===== src/rtl/mem_port_arbiter.sv =====
`timescale 1ns/1ps
// mem_port_arbiter: shares one single-ported, fixed-latency memory between the
// instruction-fetch port and the data port of the pipelined core. Each access
// runs IDLE -> ISSUE -> WAIT -> RESP. Data has priority over fetch, but fetch is
// forced after STARVE_LIMIT consecutive data grants taken while it was waiting.
// A fetch squashed by if_flush still completes at the memory, silently.
module mem_port_arbiter #(
  parameter int LATENCY      = 2,
  parameter int STARVE_LIMIT = 3,
  parameter int AW           = 32,
  parameter int DW           = 32
) (
  input  logic          clk,
  input  logic          rst,
  input  logic          if_req,
  input  logic [AW-1:0] if_addr,
  input  logic          if_flush,
  output logic          if_ready,
  output logic [DW-1:0] if_rdata,
  input  logic          d_req,
  input  logic          d_we,
  input  logic [AW-1:0] d_addr,
  input  logic [DW-1:0] d_wdata,
  output logic          d_ready,
  output logic [DW-1:0] d_rdata,
  output logic          mem_en,
  output logic          mem_we,
  output logic [AW-1:0] mem_addr,
  output logic [DW-1:0] mem_wdata,
  input  logic [DW-1:0] mem_rdata,
  output logic          busy
);

  localparam int CW = (LATENCY > 1) ? $clog2(LATENCY) : 1;
  localparam int SW = $clog2(STARVE_LIMIT + 1);

  typedef enum logic [1:0] {IDLE, ISSUE, WAIT, RESP} state_t;

  state_t          state_q, state_d;
  logic            gnt_fetch_q, gnt_fetch_d;
  logic            we_q, we_d;
  logic [AW-1:0]   addr_q, addr_d;
  logic [DW-1:0]   wdata_q, wdata_d;
  logic [CW-1:0]   wait_q, wait_d;
  logic [SW-1:0]   starve_q, starve_d;
  logic            squash_q, squash_d;
  logic [DW-1:0]   if_rdata_q, if_rdata_d;
  logic [DW-1:0]   d_rdata_q, d_rdata_d;
  logic            fetch_win;
  logic            squashed;

  // A flush in the current cycle counts as well as one already recorded.
  assign squashed = squash_q | if_flush;

  // Next-state logic: arbitration in IDLE, latency countdown in WAIT.
  always_comb begin
    // NOTE: every signal written here gets a default first, so no path can infer a latch.
    state_d     = state_q;
    gnt_fetch_d = gnt_fetch_q;
    we_d        = we_q;
    addr_d      = addr_q;
    wdata_d     = wdata_q;
    wait_d      = wait_q;
    starve_d    = starve_q;
    squash_d    = squash_q;
    if_rdata_d  = if_rdata_q;
    d_rdata_d   = d_rdata_q;
    fetch_win   = 1'b0;

    case (state_q)
      IDLE: begin
        if (if_req || d_req) begin
          fetch_win   = if_req && (!d_req || (starve_q == SW'(STARVE_LIMIT)));
          gnt_fetch_d = fetch_win;
          we_d        = fetch_win ? 1'b0 : d_we;
          addr_d      = fetch_win ? if_addr : d_addr;
          wdata_d     = fetch_win ? '0 : d_wdata;
          // Count data grants that made a waiting fetch wait again.
          if (!fetch_win && if_req) begin
            starve_d = (starve_q == SW'(STARVE_LIMIT)) ? starve_q : starve_q + SW'(1);
          end else begin
            starve_d = '0;
          end
          squash_d = 1'b0;
          state_d  = ISSUE;
        end
      end
      ISSUE: begin
        wait_d  = CW'(LATENCY - 1);
        state_d = WAIT;
        if (gnt_fetch_q && if_flush) squash_d = 1'b1;
      end
      WAIT: begin
        if (gnt_fetch_q && if_flush) squash_d = 1'b1;
        if (wait_q == '0) begin
          // mem_rdata is valid exactly LATENCY cycles after the ISSUE cycle.
          if (gnt_fetch_q) begin
            if (!squashed) if_rdata_d = mem_rdata;
          end else if (!we_q) begin
            d_rdata_d = mem_rdata;
          end
          state_d = RESP;
        end else begin
          wait_d = wait_q - CW'(1);
        end
      end
      RESP: begin
        if (gnt_fetch_q && if_flush) squash_d = 1'b1;
        state_d = IDLE;
      end
      default: state_d = IDLE;
    endcase
  end

  // State and datapath registers with synchronous reset.
  always_ff @(posedge clk) begin
    if (rst) begin
      // NOTE: the rdata registers are reset because they drive output pins; the
      // request latches are reset too so a reset leaves no stale transaction behind.
      state_q     <= IDLE;
      gnt_fetch_q <= 1'b0;
      we_q        <= 1'b0;
      addr_q      <= '0;
      wdata_q     <= '0;
      wait_q      <= '0;
      starve_q    <= '0;
      squash_q    <= 1'b0;
      if_rdata_q  <= '0;
      d_rdata_q   <= '0;
    end else begin
      // NOTE: non-blocking assignments so every register updates from pre-edge values.
      state_q     <= state_d;
      gnt_fetch_q <= gnt_fetch_d;
      we_q        <= we_d;
      addr_q      <= addr_d;
      wdata_q     <= wdata_d;
      wait_q      <= wait_d;
      starve_q    <= starve_d;
      squash_q    <= squash_d;
      if_rdata_q  <= if_rdata_d;
      d_rdata_q   <= d_rdata_d;
    end
  end

  // Outputs decoded from state; memory pins are zero outside ISSUE.
  always_comb begin
    mem_en    = (state_q == ISSUE);
    mem_we    = mem_en & we_q;
    mem_addr  = mem_en ? addr_q : '0;
    mem_wdata = mem_en ? wdata_q : '0;
    if_ready  = (state_q == RESP) && gnt_fetch_q && !squashed;
    d_ready   = (state_q == RESP) && !gnt_fetch_q;
    busy      = (state_q != IDLE);
    if_rdata  = if_rdata_q;
    d_rdata   = d_rdata_q;
  end

endmodule


===== config.mk =====
export PLATFORM = sky130hd
export DESIGN_NAME = mem_port_arbiter
export DESIGN_NICKNAME = d
export VERILOG_FILES = /design/src/rtl/mem_port_arbiter.sv
export SDC_FILE = /design/constraint.sdc
export NUM_CORES = 1
export LEC_CHECK = 0
export CELL_PAD_IN_SITES_DETAIL_PLACEMENT = 1
export CELL_PAD_IN_SITES_GLOBAL_PLACEMENT = 1
export CORE_MARGIN = 5
export CORE_UTILIZATION = 32
export DETAILED_ROUTE_END_ITERATION = 10
export PLACE_DENSITY = 0.84
export REMOVE_ABC_BUFFERS = 1
export SLEW_MARGIN = 40
export SYNTH_ARGS = -nofsm -noshare
export SYNTH_HDL_FRONTEND = slang
export SYNTH_SLANG_ARGS = --single-unit

===== constraint.sdc =====
create_clock -name clk -period 2.9 [get_ports clk]
set_clock_uncertainty 0.1 [all_clocks]
set_input_delay 0.58 -clock clk [delete_from_list [all_inputs] [get_ports clk]]
set_output_delay 0.58 -clock clk [all_outputs]
set_load 0.03 [all_outputs]

==> results of run 1 <==
-- sequential cells by signal, indices dropped and copies added (netlist names), 2 cells and up --
name,flops
addr_q,32
d_rdata,32
if_rdata,32
wdata_q,32
starve_q,2
state_q,2
-- stage by stage --
stage | setup WS, ps | instance area, sq um | util [%] | total power, uW
5_1_grt | 1.66 | 9270 | 51.3 | 7560
6_report | 79.8 | 9270 | 51.3 | 7160
2_1_floorplan | -235 | 5610 | - | 3910
4_1_cts | 34.5 | 9260 | 51.2 | 7270
3_5_place_dp | 243 | 8700 | 48.1 | 5120
3_3_place_gp | 239 | 8700 | 48.1 | 5050
-- power groups by stage --
stage / registers (uW) / logic (uW) / clock network, uW
after CTS: 2440 / 2610 / 2220
after floorplan: 2560 / 1350 / 0
after detailed placement: 2470 / 2650 / 0
final: 2440 / 2560 / 2160
after global placement: 2460 / 2590 / 0
after global routing: 2480 / 2780 / 2300
-- tightest hold or removal path: cells and delay by family (launching register included) --
family	cells	cell delay, ps
flip-flops	1	310
AO/OA/AOI/OAI	1	50
AND/OR/NAND/NOR	1	50
-- path summary, 6_finish.rpt --
check             startpoint            end  slack [ps]  depth (start not counted)
setup / recovery  state_q[1]  mem_wdata[23]          80                          5
setup reg to reg  state_q[0]     addr_q[24]         800                          6
hold reg to reg   d_rdata[8]     d_rdata[8]         350                          2
hold / removal    d_rdata[8]     d_rdata[8]         350                          2
-- placed cells by master (no fill, tap or decap), drive strengths merged, types with 2 or more instances in the layout --
master	Yosys	routed
buf	26	27
dlymetal6s2s	0	4
a211oi	3	3
nand2b	68	68
clkdlybuf4s50	0	228
dlygate4sd2	0	24
o21a	2	2
ha	6	6
bufinv	0	2
o21ai	33	33
a21oi	32	32
a311oi	32	32
and2	65	65
nor2	39	39
inv	4	6
nor4b	2	2
nand3	32	32
nand2	65	65
clkbuf	33	19
clkinv	0	4
dfxtp	136	136
a22o	33	33
mux2i	34	34
clkinvlp	0	5
-- what timing repair did --
item,in CTS,in global routing
gates cloned,0,0
gates resized for setup,24,4
setup endpoints to repair,24,4
-- per-layer routing --
layer  vias up  GRT usage (%)  wire length, microns
met3        14           7.26                  1810
met1      2680           23.5                  9110
met5         -              0                     0
met2       205           33.3                  9980
li1       2736              -                     -
met4         0           4.99                   226
-- cell usage after synthesis, drive strengths merged --
cell | count | area [sq um]
ha | 6 | 75.1
nand2 | 65 | 244
a21oi | 32 | 160
mux2i | 34 | 340
and2 | 65 | 407
nand3 | 32 | 160
a22oi | 1 | 7.51
nor4b | 2 | 47.6
a21boi | 1 | 7.51
a211oi | 3 | 27.5
a311oi | 32 | 280
and2b | 1 | 7.51
a31oi | 1 | 6.26
inv | 4 | 15.0
or3b | 1 | 8.76
buf | 26 | 176
nor4bb | 1 | 10.0
nor2 | 39 | 146
a32oi | 1 | 8.76
or4b | 1 | 10.0
o21a | 2 | 15.0
clkbuf | 33 | 124
nor2b | 1 | 6.26
nand2b | 68 | 433
o21ai | 33 | 165
dfxtp | 136 | 2720
a22o | 33 | 289
and4b | 1 | 10.0
-- area by class of cell --
class,count,area [sq um],share of cell area (%)
clock buffers,19,443,4.78
clock inverters,13,146,1.58
inverters,4,15.0,0.162
multi-input cells,456,2890,31.1
flip-flops and latches,136,2720,29.4
well taps,229,287,3.09
repair buffers,283,2770,29.9
-- cell families (layout without fill, tap and decap cells) --
group           after synthesis  after routing  share of synthesized area, %
buf+inv                      63            319                          5.33
mux                          34             34                          5.76
flops                       136            136                          46.1
simple gates                277            277                          25.2
compound gates              139            139                          16.4
fa+ha+maj                     6              6                          1.27
==> metrics.cfg, run 1 <==
[status]
status = finished clean

[critical_path]
path_delay_family = buffers and inverters
critPathCaptureType = primary output
crit_type = flop to primary output
critPathSlowestCell = clkdlybuf4s50_1
critPathArrivalTime_ps = 2140
cp_cell_sequence = inv_1 > ha_2 > buf_12 > and2_1 > clkdlybuf4s50_1
slowest_delay_ps = 700
start_kind = flop
cp.required_ps = 2220
critical_path.max_fanout = 37
worst-path-buf-inv = 3

[power]
p_leak_uw = 0.00352
power_density_nw_per_um2 = 772
netSwitchingFraction_pct = 36.5
worst_ir_drop_vdd_mv = 0.417
combPwrFrac_pct = 35.8
clkPwrFrac_pct = 30.2
p_int_uw = 4550
p_sw_uw = 2610
pwr-share-seq_pct = 34.0

[clock_network]
clock_path_buffers = 2
cts_root_buf = clkbuf_16
post_cts_buffers = 0
clkLatencyLatePin_ps = 410
clock-sinks = 136
path_clk_slew_ps = 60
cts_tree = built
postCtsHoldBufs = 0
cts_max_level = 4
numCtsBuffers = 17

[sta]
max_freq_mhz = 355
holdWs_ps = 352
period_share_pct = 97.2
hold_viol = 0
period_needed_ps = 2820
finalMaxSlewViolations = 0
setup_viol = 0
tightest_slew_ps = 632
rsz0062_at_grt = false
slew_headroom_pct = 57.9
fin_setup_tns_ps = 0

[route]
drt_iter0_drc = 166
vias_per_cell = 4.94
drc = 0
ant_nets = 0
wl_per_cell_microns = 18.5
vias = 5635
drt_wl_total_microns = 21100
first_pass_iters = 6

[synth]
ys_warn_count = 0
synth_cell_types = 32
ys_ff_latch = 136
syn_area_sq_um = 5910
syn_avg_cell_area_sq_um = 9.02
yosysSeqAreaShare_pct = 46.1
syn_inst = 655

[global_routing]
grt_pass1_wl_microns = 33400
grt_max_degree = 65
grt_pass1_vias = 6025
grt_overflow = 0
antenna_found_initial = 0
grt_usage_pct = 19.6

[final_layout]
diodes = 0
syn_to_final_growth_pct = 56.8
nets = 1038
drive_gt1_share_pct = 7.24
fillCellCount = 2102
fin_cells = 1140

[flow_run]
cap_violations = 0

[placed_design]
io_buffer_count = 266
place_congestion = 0.783
place_inst = 1108
hpwl_microns = 15200

[floorplanning]
core_area_sq_um = 18100
num_rows = 49
die_y_microns = 146
die-area_sq_um = 21300
start_util_pct = 32.7
ioPinCount = 267
die_w_microns = 146

[min_path]
hold_class = flop to flop

Power figures use the tool's default switching activity.
==> inputs of run 2 (changes only) <==
Settings changed: PLACE_DENSITY 0.84 to 0.94.
==> run 2 against run 1 <==
- die area unchanged
- setup slack gained 85 ps
- combinational power grew 4%
- global-route usage up 0.54 points
- critical path depth decreased by 1
- design area grew 2.3%
- hold slack better by 1.7 ps
- first-iteration DRC count increased by 3.6%
- sequential cell count did not move
- non-clock buffer count decreased by 2
==> metrics.cfg, run 2 (synthesis gave the netlist of run 1 again) <==
[status]
status = finished clean  ; unchanged

[power]
p_leak_uw = 0.00430  ; was 0.00352 uW
p_sw_uw = 2730  ; was 2610 uW
netSwitchingFraction_pct = 37.2  ; was 36.5%
pwr-share-seq_pct = 33.4  ; was 34.0%
clkPwrFrac_pct = 30.4  ; was 30.2%
combPwrFrac_pct = 36.1  ; was 35.8%
worst_ir_drop_vdd_mv = 0.436  ; was 0.417 mV
p_int_uw = 4610  ; was 4550 uW
power_density_nw_per_um2 = 774  ; was 772 nW/um^2

[critical_path]
worstSetupStartpoint = state_q[1]  ; unchanged
worstReg2RegEnd = d_rdata[30]  ; was addr_q[24]
r2r_start = state_q[0]  ; unchanged
critPathArrivalTime_ps = 2060  ; was 2140 ps
slowest_delay_ps = 720  ; was 700 ps
cp.required_ps = 2220  ; about the same
critPathCaptureType = primary output  ; unchanged
rr_worst_depth = 6  ; unchanged
r2r_setup_slack_ps = 890  ; was 800 ps
cp_cell_sequence = inv_1 > ha_2 > buf_12 > clkdlybuf4s50_1  ; was inv_1 > ha_2 > buf_12 > and2_1 > clkdlybuf4s50_1
critical_path.max_fanout = 66  ; was 37
crit_type = flop to primary output  ; unchanged
start_kind = flop  ; unchanged
critPathSlowestCell = clkdlybuf4s50_1  ; unchanged

[placed_design]
place_congestion = 0.816  ; was 0.783
io_buffer_count = 266  ; unchanged
hpwl_microns = 15600  ; was 15200 microns
place_inst = 1106  ; was 1108

[sta]
rsz0062_at_grt = false  ; unchanged
period_needed_ps = 2740  ; was 2820 ps
fin_setup_tns_ps = 0  ; unchanged
finalMaxSlewViolations = 0  ; unchanged
tightest_slew_ps = 537  ; was 632 ps
setup_viol = 0  ; unchanged
max_freq_mhz = 366  ; was 355 MHz
hold_viol = 0  ; unchanged
period_share_pct = 94.3  ; was 97.2%
slew_headroom_pct = 64.2  ; was 57.9%

[flow_run]
cap_violations = 0  ; unchanged

[final_layout]
drive_gt1_share_pct = 6.27  ; was 7.24%
final_core_util_pct = 52.4  ; was 51.3%
final_common_cell = clkdlybuf4s50_1  ; unchanged
layout_common_cells = clkdlybuf4s50_1 (199), dfxtp_1 (136), nand2b_1 (67), and2_1 (65), nand2_1 (65)  ; was clkdlybuf4s50_1 (228), dfxtp_1 (136), nand2b_1 (67), and2_1 (65), nand2_1 (65)
nets = 1036  ; was 1038
fin_cells = 1139  ; was 1140
syn_to_final_growth_pct = 60.5  ; was 56.8%
fillCellCount = 2039  ; was 2102

[clock_network]
cts_root_buf = clkbuf_16  ; unchanged
clkLatencyLatePin_ps = 410  ; about the same
postCtsHoldBufs = 0  ; unchanged
numCtsBuffers = 17  ; unchanged
cts_tree = built  ; unchanged
clock-sinks = 136  ; unchanged
path_clk_slew_ps = 60  ; about the same
cts_max_level = 4  ; unchanged
clock_path_buffers = 2  ; unchanged

[floorplanning]
num_rows = 49  ; unchanged
die_w_microns = 146  ; unchanged
ioPinCount = 267  ; unchanged
start_util_pct = 32.7  ; unchanged
die_y_microns = 146  ; unchanged
core_area_sq_um = 18100  ; unchanged
die-area_sq_um = 21300  ; unchanged

[global_routing]
grt_usage_pct = 20.1  ; was 19.6%
grt_overflow = 0  ; unchanged
grt_pass1_wl_microns = 34300  ; was 33400 microns
antenna_found_initial = 1  ; was 0
use_met3_pct = 6.20  ; was 7.26%
use_met2_pct = 35.4  ; was 33.3%
grt_max_degree = 96  ; was 65
grt_busiest_layer = met2  ; unchanged
grtUsageMet1_pct = 22.3  ; was 23.5%
grt_pass1_vias = 6237  ; was 6025

[route]
first_pass_iters = 4  ; was 6
ant_nets = 0  ; unchanged
drc = 0  ; unchanged
drt_wl_total_microns = 22000  ; was 21100 microns
vias_per_cell = 5.06  ; was 4.94
drt_iter0_drc = 172  ; was 166
vias = 5766  ; was 5635
wl_per_cell_microns = 19.3  ; was 18.5 microns

[min_path]
hold_depth = 2  ; unchanged
hold_class = flop to flop  ; unchanged
min_from = d_rdata[23]  ; was d_rdata[8]
hold_end = d_rdata[23]  ; was d_rdata[8]

[run 2: cell count changes in the layout (fill, tap and decap cells not counted), moves of 5 or more]
cell,change
buf_4,-16
clkdlybuf4s50_1,-29
buf_12,+6
inv_6,+5
dlymetal6s2s_1,+44
dlygate4sd2_1,-7
[run 2: power by group through the flow]
stage	clock network, uW	registers (uW)	logic (uW)
global placement	0	2480	2600
global route	2360	2490	2870
finish	2230	2460	2650
floorplan	0	2560	1350
detailed placement	0	2490	2690
CTS	2280	2460	2700
[run 2: repair_timing]
action | in CTS | in global routing
gates cloned | 0 | 0
endpoints found under the hold margin | 0 | 0
resized for setup | 17 | 48
endpoints found under the setup margin | 17 | 48
setup buffers | 0 | 0
[run 2: stage by stage]
step | cell area [sq um] | power [uW] | worst slack (ps) | hold slack [ps]
2_1_floorplan | 5610 | 3910 | -235 | 341
3_3_place_gp | 8780 | 5080 | 454 | 342
6_report | 9490 | 7340 | 165 | 354
3_5_place_dp | 8780 | 5180 | 417 | 348
5_1_grt | 9490 | 7720 | 59.6 | 370
4_1_cts | 9360 | 7440 | 0.434 | 357
[run 2: final cells by class]
cell class / count / area, sq um / area share [%]
antenna: 1 / 2.50 / 0.0264
sequential: 136 / 2720 / 28.7
clock inverter: 15 / 178 / 1.87
multi-input combinational: 456 / 2890 / 30.4
inverter: 4 / 15.0 / 0.158
tap: 229 / 287 / 3.02
clock buffer: 17 / 425 / 4.48
timing repair buffer: 281 / 2970 / 31.3
[run 2: worst max-delay path, delay by kind of cell, from the launching register on]
| kind | cells | cell delay (ps) |
|---|---|---|
| buffers and inverters | 3 | 1070 |
| DFF | 1 | 340 |
| adders and majority gates | 1 | 200 |
[run 2: how the worst max path moves through the flow]
stage	end	cells after the start	slack (ps)
3_3_place_gp	mem_we	5	450
3_5_place_dp	mem_we	5	420
5_1_grt	mem_en	4	60
6_report	mem_en	4	160
2_1_floorplan	wdata_q[0]	5	-230
4_1_cts	mem_addr[9]	5	0.4
[run 2: metal layers]
| layer | part of all wire (%) | vias to the layer above |
|---|---|---|
| met5 | 0 | - |
| met4 | 4.1 | 0 |
| met3 | 6.9 | 49 |
| met2 | 50 | 224 |
| met1 | 39 | 2760 |
| li1 | - | 2733 |
==> inputs of run 3 (changes only) <==
Settings changed: MAX_ROUTING_LAYER set to met4.
==> run 3 against run 2 <==
- utilization did not move
- design area stayed put
- via count rose by 0.36%
- hold slack is essentially flat
- clock-buffer cell count stayed put
- die area did not move
- sequential share of layout area did not move
- sequential cell count unchanged
- critical path depth did not move
- clock power about the same
- global-route usage increased by 0.59 points
- sequential power about the same
==> metrics.cfg, run 3 (synthesis gave the netlist of run 1 again) <==
[placed_design]
dpl_cell_area_sq_um = 8780  ; unchanged
io_buffer_count = 266  ; unchanged
place_congestion = 0.829  ; was 0.816
hpwl_microns = 15600  ; unchanged
place_inst = 1106  ; unchanged

[global_routing]
grt_usage_pct = 20.7  ; was 20.1%
grt_pass1_wl_microns = 34200  ; was 34300 microns
antenna_found_initial = 1  ; unchanged
grt_pass1_vias = 6263  ; was 6237
grt_overflow = 0  ; unchanged
grt_max_degree = 96  ; unchanged

[clock_network]
post_cts_buffers = 0  ; unchanged
cts_tree = built  ; unchanged
clkLatencyLatePin_ps = 410  ; about the same
numCtsBuffers = 17  ; unchanged
clock-sinks = 136  ; unchanged
path_clk_slew_ps = 60  ; about the same
cts_max_level = 4  ; unchanged
cts_root_buf = clkbuf_16  ; unchanged
clock_path_buffers = 2  ; unchanged

[sta]
holdWs_ps = 354  ; about the same
slew_headroom_pct = 63.6  ; was 64.2%
period_share_pct = 94.5  ; was 94.3%
hold_viol = 0  ; unchanged
max_freq_mhz = 365  ; was 366 MHz
finalMaxSlewViolations = 0  ; unchanged
tightest_slew_ps = 546  ; was 537 ps
period_needed_ps = 2740  ; about the same
setup_viol = 0  ; unchanged
rsz0062_at_grt = false  ; unchanged

[floorplanning]
die_w_microns = 146  ; unchanged
ioPinCount = 267  ; unchanged
die-area_sq_um = 21300  ; unchanged
die_y_microns = 146  ; unchanged
num_rows = 49  ; unchanged
start_util_pct = 32.7  ; unchanged
core_area_sq_um = 18100  ; unchanged

[route]
drc = 0  ; unchanged
vias_per_cell = 5.08  ; was 5.06
ant_nets = 0  ; unchanged
first_pass_iters = 5  ; was 4
drt_wl_total_microns = 22000  ; about the same
vias = 5787  ; was 5766
wl_per_cell_microns = 19.3  ; about the same
drt_iter0_drc = 183  ; was 172

[power]
p_leak_uw = 0.00430  ; unchanged
power_density_nw_per_um2 = 774  ; about the same
worst_ir_drop_vdd_mv = 0.434  ; was 0.436 mV

[min_path]
hold_class = flop to flop  ; unchanged
hold_depth = 2  ; unchanged

[critical_path]
cp.required_ps = 2220  ; about the same
r2r_start = state_q[0]  ; unchanged
r2r_setup_slack_ps = 890  ; about the same
start_kind = flop  ; unchanged
crit_path_end = mem_en  ; unchanged
critPathArrivalTime_ps = 2060  ; about the same
worstSetupStartpoint = state_q[1]  ; unchanged
critical_path.max_fanout = 66  ; unchanged
critPathCaptureType = primary output  ; unchanged
worstReg2RegEnd = d_rdata[30]  ; unchanged
crit_type = flop to primary output  ; unchanged
rr_worst_depth = 6  ; unchanged

[final_layout]
syn_to_final_growth_pct = 60.5  ; unchanged
final_common_cell = clkdlybuf4s50_1  ; unchanged
nets = 1036  ; unchanged
layout_common_cells = clkdlybuf4s50_1 (199), dfxtp_1 (136), nand2b_1 (67), and2_1 (65), nand2_1 (65)  ; unchanged
fin_cells = 1139  ; unchanged
drive_gt1_share_pct = 6.27  ; unchanged
finalInstanceArea_sq_um = 9490  ; unchanged

[status]
status = finished clean  ; unchanged

[flow_run]
cap_violations = 0  ; unchanged

==> run 3: stage by stage <==
step	setup WS [ps]	util [%]	power (uW)	TNS (ps)
after global placement	454	48.6	5080	0
after CTS	0.434	51.8	7440	0
after global routing	59.5	52.4	7720	0
final	159	52.4	7340	0
after detailed placement	417	48.6	5180	0
after floorplan	-235	-	3910	-7750
==> run 3: layout make-up <==
| type | instances | area (sq um) |
|---|---|---|
| fillers | 2039 | 8600 |
| repair buffers | 281 | 2970 |
| multi-input cells | 456 | 2890 |
| flip-flops and latches | 136 | 2720 |
| clock buffers | 17 | 425 |
| well taps | 229 | 287 |
| clock inverters | 15 | 178 |
| inverters | 4 | 15.0 |
| diodes | 1 | 2.50 |
==> run 3: timing repair <==
action / CTS / global route
pin swaps: 0 / 0
endpoints found under the setup margin: 17 / 48
endpoints found under the hold margin: 0 / 0
gates resized for setup: 17 / 48
hold buffers: 0 / 0
==> run 3: worst min-delay path by stage <==
| stage | start | to | slack [ps] |
|---|---|---|---|
| floorplan | wdata_q[0] | wdata_q[0] | 340 |
| global placement | d_rdata[6] | d_rdata[6] | 340 |
| detailed placement | d_rdata[7] | d_rdata[7] | 350 |
| CTS | d_rdata[7] | d_rdata[7] | 360 |
| global route | d_rdata[17] | d_rdata[17] | 370 |
| finish | d_rdata[17] | d_rdata[17] | 350 |
==> run 3: worst max-delay path: stages, from the launching register on <==
cell and delay [ps]:
dfxtp_1 340, inv_1 110, ha_2 200, buf_12 240, clkdlybuf4s50_1 730
==> run 3: metal layers <==
layer / vias up / track usage (%) / share of wire, %
met2: 232 / 35.5 / 51
met5: - / - / 0
met3: 50 / 5.79 / 6.8
met4: 0 / 9.21 / 4.2
li1: 2734 / - / -
met1: 2771 / 22.4 / 38
==> run 3: where the power goes <==
group	internal [uW]	switching [uW]
combinational	1080	1570
sequential	2230	225
clock	1300	931
